<file path="src/rtl/instr_fetch_unit.sv">
// Instruction fetch unit: samples PC, runs a req/ack read on instruction
// memory and latches the returned word into IR, flagging fetch faults.
module instr_fetch_unit #(
    parameter logic [31:0] TEXT_BASE = 32'h0000_3000,
    parameter int unsigned TIMEOUT   = 255
) (
    input  logic        clk,
    input  logic        rst,
    input  logic [31:0] pc,
    input  logic        fetch_en,
    input  logic        flush,
    output logic        imem_req,
    output logic [31:0] imem_addr,
    input  logic [31:0] imem_rdata,
    input  logic        imem_ack,
    output logic [31:0] ir,
    output logic        ir_valid,
    output logic        busy,
    output logic        fault,
    output logic [1:0]  fault_code
);

    localparam int CW = $clog2(TIMEOUT + 1);

    localparam logic [1:0] S_IDLE  = 2'd0;
    localparam logic [1:0] S_REQ   = 2'd1;
    localparam logic [1:0] S_FAULT = 2'd2;

    localparam logic [1:0] FC_NONE  = 2'b00;
    localparam logic [1:0] FC_ALIGN = 2'b01;
    localparam logic [1:0] FC_BASE  = 2'b10;
    localparam logic [1:0] FC_TMO   = 2'b11;

    localparam logic [CW-1:0] CNT_LAST = CW'(TIMEOUT - 1);

    logic [1:0]    state_q, state_d;
    logic          req_q, req_d;
    logic [31:0]   addr_q, addr_d;
    logic [31:0]   ir_q, ir_d;
    logic          irv_q, irv_d;
    logic [1:0]    code_q, code_d;
    logic [CW-1:0] cnt_q, cnt_d;

    always_comb begin
        state_d = state_q;
        req_d   = req_q;
        addr_d  = addr_q;
        ir_d    = ir_q;
        irv_d   = 1'b0;
        code_d  = code_q;
        cnt_d   = cnt_q;
        unique case (state_q)
            S_IDLE: begin
                if (fetch_en) begin
                    addr_d = pc;
                    // Alignment is checked before the segment bound.
                    if (pc[1:0] != 2'b00) begin
                        state_d = S_FAULT;
                        code_d  = FC_ALIGN;
                    end else if (pc < TEXT_BASE) begin
                        state_d = S_FAULT;
                        code_d  = FC_BASE;
                    end else begin
                        state_d = S_REQ;
                        req_d   = 1'b1;
                        cnt_d   = '0;
                    end
                end
            end
            S_REQ: begin
                if (flush) begin
                    req_d   = 1'b0;
                    state_d = S_IDLE;
                end else if (imem_ack) begin
                    ir_d    = imem_rdata;
                    irv_d   = 1'b1;
                    req_d   = 1'b0;
                    state_d = S_IDLE;
                end else if (cnt_q == CNT_LAST) begin
                    req_d   = 1'b0;
                    state_d = S_FAULT;
                    code_d  = FC_TMO;
                end else begin
                    cnt_d = cnt_q + 1'b1;
                end
            end
            S_FAULT: begin
                req_d = 1'b0;
            end
            default: begin
                state_d = S_IDLE;
                req_d   = 1'b0;
            end
        endcase
    end

    always_ff @(posedge clk or negedge rst) begin
        if (!rst) begin
            state_q <= S_IDLE;
            req_q   <= 1'b0;
            addr_q  <= TEXT_BASE;
            ir_q    <= '0;
            irv_q   <= 1'b0;
            code_q  <= FC_NONE;
            cnt_q   <= '0;
        end else begin
            state_q <= state_d;
            req_q   <= req_d;
            addr_q  <= addr_d;
            ir_q    <= ir_d;
            irv_q   <= irv_d;
            code_q  <= code_d;
            cnt_q   <= cnt_d;
        end
    end

    assign imem_req   = req_q;
    assign imem_addr  = addr_q;
    assign ir         = ir_q;
    assign ir_valid   = irv_q;
    assign busy       = (state_q == S_REQ);
    assign fault      = (state_q == S_FAULT);
    assign fault_code = code_q;

endmodule

</file>
<file path="config.mk">
export PLATFORM = sky130hd
export DESIGN_NAME = instr_fetch_unit
export DESIGN_NICKNAME = d
export VERILOG_FILES = /design/src/rtl/instr_fetch_unit.sv
export SDC_FILE = /design/constraint.sdc
export NUM_CORES = 1
export LEC_CHECK = 0
export BUFFER_PORTS_ARGS = -buffer_cell sky130_fd_sc_hd__buf_2
export CAP_MARGIN = 30
export CORE_MARGIN = 8
export CORE_UTILIZATION = 42
export DETAILED_ROUTE_END_ITERATION = 6
export GPL_TIMING_DRIVEN = 0
export PLACE_DENSITY = 0.75
export SETUP_SLACK_MARGIN = 0.2
export SYNTH_ARGS = -nofsm -noshare
export SYNTH_HDL_FRONTEND = slang
export SYNTH_SLANG_ARGS = --single-unit
</file>
<file path="constraint.sdc">
create_clock -name clk -period 1.9 [get_ports clk]
set_input_delay 0.19 -clock clk [delete_from_list [all_inputs] [get_ports clk]]
set_output_delay 0.19 -clock clk [all_outputs]
set_load 0.05 [all_outputs]
</file>
==> results_dict.tcl <==
set metrics [dict create \
    cpMaxStageDelayCell "or4_1" \
    die_height_microns 103 \
    wl_microns 8250 \
    grt-ovfl-total 0 \
    power_mw 8.63 \
    placed_cells 459 \
    dpl-instance-area_sq_um 4010 \
    yosysWarnings 0 \
    num_vias 2397 \
    arrival_ns 2.14 \
    finalCritPeriodShare_pct 98.5 \
    fin_util_pct 60.8 \
    hpwl_microns 6280 \
    final_net_count 451 \
    pin_count 139 \
    required_ns 2.17 \
    path_max_fanout 7 \
    synth_cell_types 36 \
    drive_gt1_share_pct 66.5 \
    maxCapViolations 0 \
    gp_congestion 0.756 \
    antenna_cells 0 \
    area_growth_pct 39.5 \
    ant_nets 0 \
    synth_seq_area_share_pct 61.9 \
    startpoint "state_q[0]" \
    synth_top_area_share_pct 60.2 \
    cts_root_buf "clkbuf_8" \
    synth.most_common_cell "dfrtp_1" \
    irDropWorstVdd_mv 1.23 \
    rr_worst_depth 5 \
    synthFlopType "dfrtp_1" \
    cp-start-kind "register" \
    crit_family "simple AND/OR/NAND/NOR gates" \
    fmax_mhz 534 \
    synth_top_cells_by_area "dfrtp_1 60%, mux2_2 23%, dfstp_2 1.7%, o31ai_1 1.4%, a21oi_1 1.1%" \
    cts_made_buffers 9 \
    min_from "pc[5]" \
    clk_pin_slew_worst_paths_ns 0.09 \
    rsz0062_at_grt "yes" \
    worst_pin_slew_ns 0.660 \
    hold_violations 0 \
    grt_pass1_vias 2558 \
    synth_seq_cells 78 \
    stdcell_count 484 \
    row_count 31 \
    initial_core_util_pct 43.6 \
    syn_avg_cell_area_sq_um 14.3 \
    cts_tree "yes" \
    synth_edf_count 0 \
    synthesis.nets 292 \
    via_per_inst 4.95 \
    synth_async_sr_flop_share_pct 100 \
    crit_chain "or3_4 > a31oi_4 > o31ai_4 > or4_1 > a21oi_2" \
    leakage_nw 2.16 \
    cp.depth 5 \
    slowest_delay_ns 0.50 \
    synthTopCellsByCount "76 x dfrtp_1, 64 x mux2_2, 8 x nand2_1" \
    hold_class "input port to register" \
    timing.rr.start "state_q[0]" \
    synth_cells 221 \
    fin_crit_ns 1.87 \
    whs_path_depth 2 \
    coreArea_sq_um 7250 \
    drc_errors 0 \
    htreeDepth 3 \
    clk_latency_ns 0.35 \
    dr.pass1.iters 4 \
    grt_use_total_pct 15.6 \
    clock_sinks 78 \
    power.density_nw_per_um2 1960 \
    crit_buf_inv 0 \
    antenna_found_initial 0 \
    end_kind "register" \
    numPortBuffers 138 \
    path_class "register to register" \
    die-area_sq_um 10600 \
    fin_area_sq_um 4410 \
    drtIter0Drc 63 \
    yosysTopAreaCell "dfrtp_1" \
    clockBufferDepth 2 \
    grt_pass1_wl_microns 12800 \
    fillers 618 \
    fin_worst_skew_ns 0.0104 \
    syn_area_sq_um 3160 \
    drv_slew 0 \
    setup_viol_count_final 0 \
    grt_start_max_net_pins 42 \
    wl_per_cell_microns 17.1 \
    slew_headroom_pct 55.6 \
    die_width_microns 103 \
    outcome "completed" \
]
worst paths after layout:
path / end / slack (ns)
worst max-delay path: cnt_q[3] / 0.03
worst min-delay path: imem_addr[5] / 0.07
worst max register to register: cnt_q[3] / 0.03
worst min register to register: fault_code[1] / 0.50
max in group asynchronous: imem_addr[13] / 0.89
min in group asynchronous: cnt_q[7] / 0.36
stage by stage:
stage                     hold WS (ns)  TNS, ns  worst slack (ns)
after floorplan                 -0.106        0             0.197
after detailed placement         0.209    -9.90            -0.233
final                           0.0652        0            0.0287
after global placement           0.421    -8.12            -0.173
after global routing            0.0467  -0.0498           -0.0278
after CTS                       0.0519        0            0.0789
logic make-up (layout without fill, tap and decap cells):
| group | count (synthesis) | after routing | share of synthesized area, % |
|---|---|---|---|
| AO/OA/AOI/OAI | 26 | 26 | 5.74 |
| adder cells (fa/ha/maj) | 2 | 2 | 0.792 |
| buffers and inverters | 15 | 179 | 2.02 |
| flip-flops | 78 | 78 | 61.9 |
| multiplexers | 64 | 64 | 22.8 |
| AND/OR/NAND/NOR | 36 | 36 | 6.77 |
sequential cells by signal (all words and copies together) (netlist names):
register and flops:
ir 32, ir_valid 1, state_q 2, imem_addr 32, imem_req 1, cnt_q 8, fault_code 2
routing by layer:
| layer | track usage [%] | up-vias | part of all wire (%) |
|---|---|---|---|
| li1 | - | 1121 | - |
| met1 | 17.9 | 1177 | 39 |
| met2 | 26.1 | 91 | 50 |
| met3 | 6.21 | 8 | 9.9 |
| met4 | 5.23 | 0 | 0.90 |
| met5 | 0 | - | 0 |
power breakdown:
group / switching [mW] / internal (mW) / leakage, nW / total (mW)
clock: 0.639 / 0.693 / 0.108 / 1.33
combinational: 3.30 / 1.25 / 1.09 / 4.55
sequential: 0.361 / 2.39 / 0.961 / 2.75
placed cells by master, fill, tap and decap left out, types with 2 or more instances in the layout:
cell,instances
o31ai_1,5
clkbuf_8,11
nand3_1,3
nor4_1,4
nand2_1,7
a21oi_4,2
buf_4,11
a21oi_1,4
buf_2,137
dfstp_2,2
and3_1,3
nor2_1,4
buf_6,5
dfrtp_1,75
clkinv_4,2
a21oi_2,2
or4_1,2
inv_1,6
mux2_2,64
o21ai_1,4
ha_1,2
cell type report:
type                       count  area [sq um]  area share, %
sequential                    78          1960           44.4
multi-input combinational    128          1220           27.8
timing repair buffer         148           787           17.9
clock buffer                  11           151           3.44
tap                           99           124           2.81
buffer                         8          72.6           1.65
clock inverter                 5          66.3           1.50
inverter                       7          26.3          0.596
timing repair:
| item | CTS | global route |
|---|---|---|
| setup buffers | 4 | 4 |
| pin swaps | 1 | 3 |
| hold buffers | 1 | 0 |
| gates resized for setup | 15 | 18 |
| hold endpoints to repair | 40 | 0 |
| endpoints found under the setup margin | 74 | 73 |
No activity file was read; power rests on OpenSTA's default activity.
